File: src/rtl/uart_bram_ctrl_if.sv
// Byte-stream and BRAM port bundle between the frame sequencer (master)
// and the UART receiver/transmitter plus BRAM (slave).
interface uart_bram_ctrl_if #(
  parameter int unsigned ADDR_W = 8
);
  logic [7:0]        rx_data;
  logic              rx_done;
  logic [7:0]        tx_data;
  logic              tx_start;
  logic              tx_busy;
  logic              bram_en;
  logic              bram_we;
  logic [ADDR_W-1:0] bram_addr;
  logic [7:0]        bram_din;
  logic [7:0]        bram_dout;

  modport master (
    input  rx_data, rx_done, tx_busy, bram_dout,
    output tx_data, tx_start, bram_en, bram_we, bram_addr, bram_din
  );

  modport slave (
    output rx_data, rx_done, tx_busy, bram_dout,
    input  tx_data, tx_start, bram_en, bram_we, bram_addr, bram_din
  );
endinterface

File: src/rtl/uart_bram_ctrl.sv
// Frame sequencer: HDR CMD ADDR LEN [data] -> BRAM writes, or BRAM range -> UART tx.
// Optional write acknowledge byte is enabled by defining UART_BRAM_ACK_EN.
module uart_bram_ctrl #(
  parameter int unsigned ADDR_W      = 8,
  parameter logic [7:0]  HDR_BYTE    = 8'h55,
  parameter int unsigned TIMEOUT_CYC = 1000000,
  parameter logic [7:0]  ACK_BYTE    = 8'hAA
) (
  input  logic             clk,
  input  logic             rst_n,
  uart_bram_ctrl_if.master bus,
  output logic             busy,
  output logic             frame_err
);
  localparam int unsigned TW     = $clog2(TIMEOUT_CYC + 1);
  localparam logic [7:0]  CMD_WR = 8'h01;
  localparam logic [7:0]  CMD_RD = 8'h02;

  typedef enum logic [3:0] {
    S_IDLE,
    S_CMD,
    S_ADDR,
    S_LEN,
    S_WDATA,
    S_RD_REQ,
    S_RD_WAIT,
    S_TX_SEND,
    S_TX_WAIT
`ifdef UART_BRAM_ACK_EN
    , S_ACK
`endif
  } state_t;

  state_t            state_q, state_d;
  logic [ADDR_W-1:0] addr_q, addr_d, addr_inc;
  logic [8:0]        rem_q, rem_d;
  logic              is_wr_q, is_wr_d;
  logic [TW-1:0]     tout_q, tout_d;
  logic [1:0]        sub_q, sub_d;
  logic [7:0]        tx_data_q, tx_data_d;
  logic              bram_en_q, bram_en_d;
  logic              bram_we_q, bram_we_d;
  logic [ADDR_W-1:0] bram_addr_q, bram_addr_d;
  logic [7:0]        bram_din_q, bram_din_d;
  logic              frame_err_q, frame_err_d;
  logic              tx_start_c;
  logic              timed, timeout_hit;

`ifndef UART_BRAM_ACK_EN
  logic unused_ack_byte;
  assign unused_ack_byte = ^ACK_BYTE;
`endif

  assign addr_inc = addr_q + ADDR_W'(1);

  always_comb begin
    state_d     = state_q;
    addr_d      = addr_q;
    rem_d       = rem_q;
    is_wr_d     = is_wr_q;
    sub_d       = sub_q;
    tx_data_d   = tx_data_q;
    bram_en_d   = 1'b0;
    bram_we_d   = 1'b0;
    bram_addr_d = bram_addr_q;
    bram_din_d  = bram_din_q;
    frame_err_d = 1'b0;
    tx_start_c  = 1'b0;

    timed       = (state_q == S_CMD) || (state_q == S_ADDR) ||
                  (state_q == S_LEN) || (state_q == S_WDATA);
    tout_d      = (timed && !bus.rx_done) ? tout_q + TW'(1) : '0;
    timeout_hit = timed && !bus.rx_done && (tout_q == TW'(TIMEOUT_CYC - 1));

    case (state_q)
      S_IDLE: begin
        if (bus.rx_done && bus.rx_data == HDR_BYTE) state_d = S_CMD;
      end
      S_CMD: begin
        if (bus.rx_done) begin
          if (bus.rx_data == CMD_WR || bus.rx_data == CMD_RD) begin
            is_wr_d = (bus.rx_data == CMD_WR);
            state_d = S_ADDR;
          end else begin
            frame_err_d = 1'b1;
            state_d     = S_IDLE;
          end
        end
      end
      S_ADDR: begin
        if (bus.rx_done) begin
          addr_d  = ADDR_W'(bus.rx_data);
          state_d = S_LEN;
        end
      end
      S_LEN: begin
        if (bus.rx_done) begin
          rem_d = (bus.rx_data == 8'd0) ? 9'd256 : {1'b0, bus.rx_data};
          if (is_wr_q) begin
            state_d = S_WDATA;
          end else begin
            // read strobe is registered so it lines up with the RD_REQ cycle
            bram_en_d   = 1'b1;
            bram_addr_d = addr_q;
            state_d     = S_RD_REQ;
          end
        end
      end
      S_WDATA: begin
        if (bus.rx_done) begin
          bram_en_d   = 1'b1;
          bram_we_d   = 1'b1;
          bram_din_d  = bus.rx_data;
          bram_addr_d = addr_q;
          addr_d      = addr_inc;
          rem_d       = rem_q - 9'd1;
          if (rem_q == 9'd1) begin
`ifdef UART_BRAM_ACK_EN
            tx_data_d = ACK_BYTE;
            sub_d     = 2'd0;
            state_d   = S_ACK;
`else
            state_d   = S_IDLE;
`endif
          end
        end
      end
      S_RD_REQ:  state_d = S_RD_WAIT;
      S_RD_WAIT: begin
        tx_data_d = bus.bram_dout;
        state_d   = S_TX_SEND;
      end
      S_TX_SEND: begin
        if (!bus.tx_busy) begin
          tx_start_c = 1'b1;
          sub_d      = 2'd0;
          state_d    = S_TX_WAIT;
        end
      end
      S_TX_WAIT: begin
        if (sub_q == 2'd0) begin
          sub_d = 2'd1;
        end else if (!bus.tx_busy) begin
          addr_d = addr_inc;
          rem_d  = rem_q - 9'd1;
          if (rem_q == 9'd1) begin
            state_d = S_IDLE;
          end else begin
            bram_en_d   = 1'b1;
            bram_addr_d = addr_inc;
            state_d     = S_RD_REQ;
          end
        end
      end
`ifdef UART_BRAM_ACK_EN
      // sub_q: 0 = wait to start, 1 = let tx_busy rise, 2 = wait for it to fall
      S_ACK: begin
        case (sub_q)
          2'd0: begin
            if (!bus.tx_busy) begin
              tx_start_c = 1'b1;
              sub_d      = 2'd1;
            end
          end
          2'd1:    sub_d = 2'd2;
          default: if (!bus.tx_busy) state_d = S_IDLE;
        endcase
      end
`endif
      default: state_d = S_IDLE;
    endcase

    if (timeout_hit) begin
      frame_err_d = 1'b1;
      state_d     = S_IDLE;
    end
  end

  always_ff @(posedge clk or negedge rst_n) begin
    if (!rst_n) begin
      state_q     <= S_IDLE;
      addr_q      <= '0;
      rem_q       <= '0;
      is_wr_q     <= 1'b0;
      tout_q      <= '0;
      sub_q       <= '0;
      tx_data_q   <= '0;
      bram_en_q   <= 1'b0;
      bram_we_q   <= 1'b0;
      bram_addr_q <= '0;
      bram_din_q  <= '0;
      frame_err_q <= 1'b0;
    end else begin
      state_q     <= state_d;
      addr_q      <= addr_d;
      rem_q       <= rem_d;
      is_wr_q     <= is_wr_d;
      tout_q      <= tout_d;
      sub_q       <= sub_d;
      tx_data_q   <= tx_data_d;
      bram_en_q   <= bram_en_d;
      bram_we_q   <= bram_we_d;
      bram_addr_q <= bram_addr_d;
      bram_din_q  <= bram_din_d;
      frame_err_q <= frame_err_d;
    end
  end

  assign bus.tx_data   = tx_data_q;
  assign bus.tx_start  = tx_start_c;
  assign bus.bram_en   = bram_en_q;
  assign bus.bram_we   = bram_we_q;
  assign bus.bram_addr = bram_addr_q;
  assign bus.bram_din  = bram_din_q;
  assign busy          = (state_q != S_IDLE);
  assign frame_err     = frame_err_q;
endmodule
File: src/flat_wrapper.sv
// flat-port wrapper written by rule: the top's interface ports become plain ports
module uart_bram_ctrl_flat 
#(
  parameter int unsigned ADDR_W      = 8,
  parameter logic [7:0]  HDR_BYTE    = 8'h55,
  parameter int unsigned TIMEOUT_CYC = 1000000,
  parameter logic [7:0]  ACK_BYTE    = 8'hAA
)
  (clk, rst_n, busy, frame_err, bus_rx_data, bus_rx_done, bus_tx_busy, bus_bram_dout, bus_tx_data, bus_tx_start, bus_bram_en, bus_bram_we, bus_bram_addr, bus_bram_din);
  uart_bram_ctrl_if #(.ADDR_W(ADDR_W)) bus_i ();
  input  logic clk;
  input  logic rst_n;
  output logic busy;
  output logic frame_err;
  input wire logic [$bits(bus_i.rx_data)-1:0] bus_rx_data;
  input wire logic [$bits(bus_i.rx_done)-1:0] bus_rx_done;
  input wire logic [$bits(bus_i.tx_busy)-1:0] bus_tx_busy;
  input wire logic [$bits(bus_i.bram_dout)-1:0] bus_bram_dout;
  output wire logic [$bits(bus_i.tx_data)-1:0] bus_tx_data;
  output wire logic [$bits(bus_i.tx_start)-1:0] bus_tx_start;
  output wire logic [$bits(bus_i.bram_en)-1:0] bus_bram_en;
  output wire logic [$bits(bus_i.bram_we)-1:0] bus_bram_we;
  output wire logic [$bits(bus_i.bram_addr)-1:0] bus_bram_addr;
  output wire logic [$bits(bus_i.bram_din)-1:0] bus_bram_din;
  assign bus_i.rx_data = bus_rx_data;
  assign bus_i.rx_done = bus_rx_done;
  assign bus_i.tx_busy = bus_tx_busy;
  assign bus_i.bram_dout = bus_bram_dout;
  assign bus_tx_data = bus_i.tx_data;
  assign bus_tx_start = bus_i.tx_start;
  assign bus_bram_en = bus_i.bram_en;
  assign bus_bram_we = bus_i.bram_we;
  assign bus_bram_addr = bus_i.bram_addr;
  assign bus_bram_din = bus_i.bram_din;
  uart_bram_ctrl #(.ADDR_W(ADDR_W), .HDR_BYTE(HDR_BYTE), .TIMEOUT_CYC(TIMEOUT_CYC), .ACK_BYTE(ACK_BYTE)) u_core (.clk(clk), .rst_n(rst_n), .bus(bus_i), .busy(busy), .frame_err(frame_err));
endmodule
File: config.mk
export PLATFORM = sky130hd
export DESIGN_NAME = uart_bram_ctrl_flat
export DESIGN_NICKNAME = d
export VERILOG_FILES = /design/src/rtl/uart_bram_ctrl_if.sv /design/src/rtl/uart_bram_ctrl.sv /design/src/flat_wrapper.sv
export SDC_FILE = /design/constraint.sdc
export NUM_CORES = 1
export LEC_CHECK = 0
export CAP_MARGIN = 10
export CORE_MARGIN = 2
export CORE_UTILIZATION = 35
export DETAILED_ROUTE_END_ITERATION = 8
export PLACE_DENSITY = 0.58
export SLEW_MARGIN = 30
export SYNTH_ARGS = -nofsm -noshare
export SYNTH_HDL_FRONTEND = slang
export SYNTH_SLANG_ARGS = --single-unit
File: constraint.sdc
create_clock -name clk -period 5.74 [get_ports clk]
set_clock_uncertainty 0.05 [all_clocks]
set_input_delay 1.148 -clock clk [delete_from_list [all_inputs] [get_ports clk]]
set_output_delay 1.148 -clock clk [all_outputs]
set_load 0.01 [all_outputs]
==> out/results.txt <==
outcome: completed
via/cell ratio: 5.15
Final Hold Fails: 0
min-delay worst type: reg -> reg
Worst-Skew Late Latency: 350 ps
Worst path max stage delay: 580 ps
PwrDens: 355 nW/um2
total grt overflow: 0
crit-path leading delay family: buffers and inverters
maxcap violations: 0
Buffers on Ports: 48
final WL: 8.24 mm
most frequent CP cell: clkdlybuf4s50_1
crit path time final: 3620 ps
CTS tree: done
synthesized net count: 406
Final ANT Viol Nets: 0
initial antenna violation count: 0
CTS-repair resized insts: 0
Psw: 537 uW
final setup vio count: 0
Clock Tree Buf Depth: 2
peak supply drop: 0.000141 V
root buf cell: clkbuf_8
TritonRoute pass-1 iters: 4
vias in the first global route: 2924
largest net degree at the start of global routing: 71
GP Congestion: 0.820
final instance area: 4440 um2
slowest CP cell: clkdlybuf4s50_1
wire length per cell: 14.6 um
Combinational Power Share: 30.9%
Reg power frac: 46.6%
post-synthesis cell count: 382
final worst path period share: 63.0%
post-synth cell types: 59
Net count, final: 449
DP Area: 4260 um2
Hold Buf Count CTS: 0
core area: 10300 um2
Ant. Diodes: 0
Slew @ Worst Pin: 793 ps
hold_ws: 440 ps
first-pass GRT wire length: 14.2 mm
CP Data Required Time: 4540 ps
io pins: 49
HPWL Detailed: 5.79 mm
crit path DAT: 2420 ps
Buf/Inv on CP: 2
fill cell count: 1025
register bit total from synthesis: 70
Lkg Pwr: 1.85 nW
crit path cell chain: clkdlybuf4s50_1, nor3_1, clkdlybuf4s50_1
switching share of power: 34.1%
Finished Core Util: 43.0%
die width: 107 um
clock power share: 22.5%
gr usage total: 15.6%
register area share after synthesis: 47.2%
Rows: 37
Setup CP Type: in -> out
DR iter-0 viols: 176
relative slew slack: 47.1%
Yosys warnings: 0
Int Power: 1.04 mW
Setup TNS Final: 0 ps
Async S/R FF share, synth: 100%
fmax: 277 MHz
Mapped Area: 3710 um2
syn avg cell area: 9.71 um2
via count: 2912
Initial Utilization: 35.9%
TritonCTS Buffers: 9
CP Launch Type: input pin
Top FF cell, synth: dfrtp_1
DR DRC count: 0
CP endpoint kind: output pin
EDFF count, synth: 0
die area: 11400 um2
Worst-path clk slew: 80 ps
H-tree Lvls: 3
CTS Sinks: 70
area growth from synthesis to layout: 19.6%
final slew viol count: 0
setup bufs post-CTS: 0
CP max FO: 3
layout cell share with drive strength beyond 1: 12.1%
RSZ-0062 raised after global routing: no
Die Height: 107 um
## metrics by stage
step	power [mW]	instances	worst slack (ps)
final	1.57	565	2120
after global routing	1.69	565	2060
after CTS	1.59	565	2120
after detailed placement	1.23	550	2120
after global placement	1.22	550	2150
after floorplan	1.02	382	3060
## routing by layer
metal / part of all wire (%) / vias to the layer above / wire length [um] / global-route usage [%]
met5: 0 / - / 0 / 0
met4: 1.3 / 0 / 108 / 4.27
met3: 4.7 / 14 / 386 / 4.74
met2: 48 / 50 / 3960 / 25.5
met1: 46 / 1402 / 3790 / 20.0
li1: - / 1446 / - / -
## state kept, by name, summed over array words and instances (netlist names)
name                  cells
u_core.sub_q              1
u_core.tout_q            20
u_core.is_wr_q            1
u_core.frame_err          1
u_core.bus.bram_we        1
u_core.bus.tx_data        8
u_core.rem_q              9
u_core.bus.bram_din       8
u_core.addr_q             8
u_core.state_q            4
u_core.bus.bram_addr      8
u_core.bus.bram_en        1
## layout by cell type, fill, tap and decap left out, types with 3 or more instances in the layout
cell and count:
a22o_1 3, clkinvlp_4 3, clkdlybuf4s50_1 47, and3_1 5
a21o_1 3, mux2_2 15, xnor2_1 10, nor4_1 3
dfrtp_1 70, inv_1 11, nand3_1 14, a31oi_1 5
nor2_2 3, o22ai_1 3, o21ai_0 21, nor2b_1 3
nor2_1 52, nor3_1 8, a21oi_1 27, or3_1 5
o22a_1 5, nand4_1 6, xor2_1 14, clkbuf_8 10
nand2_1 29, a22oi_1 4, ha_1 4, nand2b_1 5
## power by group through the flow
stage	logic (mW)	registers (mW)	clock network, mW
3_5_place_dp	0.491	0.742	0
6_report	0.487	0.733	0.354
4_1_cts	0.494	0.733	0.367
3_3_place_gp	0.486	0.737	0
5_1_grt	0.544	0.756	0.389
2_1_floorplan	0.292	0.724	0
## logic make-up after synthesis
logic type | after synthesis | synth area share (%)
adders and majority gates | 4 | 1.35
xor gates and xnor gates | 24 | 5.67
buffers and inverters | 29 | 4.08
muxes | 17 | 5.23
and+or+nand+nor | 145 | 19.7
AOI/OAI and AO/OA | 93 | 16.8
DFF | 70 | 47.2
## layout make-up
class	count	area (um2)	area share [%]
tap	136	170	3.83
clock buffer	10	138	3.10
timing repair buffer	50	494	11.1
inverter	11	41.3	0.930
clock inverter	5	36.3	0.818
multi-input combinational	283	1810	40.7
sequential	70	1750	39.5
## worst paths after layout
kind / startpoint / end / slack [ps] / cells after the start
max: bus_tx_busy / bus_tx_start / 2120 / 3
min: u_core.tout_q[0] / u_core.tout_q[0] / 440 / 1
max reg2reg: u_core.state_q[1] / u_core.state_q[2] / 3060 / 6
min reg2reg: u_core.tout_q[0] / u_core.tout_q[0] / 440 / 1
max in group asynchronous: rst_n / u_core.state_q[2] / 4340 / 2
min in group asynchronous: rst_n / u_core.bus.bram_addr[0] / 840 / 2
## cells in the mapped netlist (4+ instances only)
cell | number | share of area (%)
a21oi_1 | 27 | 3.6
a22oi_1 | 4 | 0.81
a31oi_1 | 5 | 0.84
and3_1 | 5 | 0.84
buf_2 | 4 | 0.54
clkbuf_1 | 9 | 0.91
dfrtp_1 | 70 | 47
ha_1 | 4 | 1.3
inv_1 | 11 | 1.1
mux2_2 | 15 | 4.6
nand2_1 | 29 | 2.9
nand2b_1 | 5 | 0.84
nand3_1 | 14 | 1.9
nand4_1 | 6 | 1.0
nor2_1 | 52 | 5.3
nor3_1 | 8 | 1.1
o21ai_0 | 21 | 2.8
o22a_1 | 5 | 1.2
or3_1 | 5 | 0.84
xnor2_1 | 10 | 2.4
xor2_1 | 14 | 3.3
(Power assumes the default switching activity.)
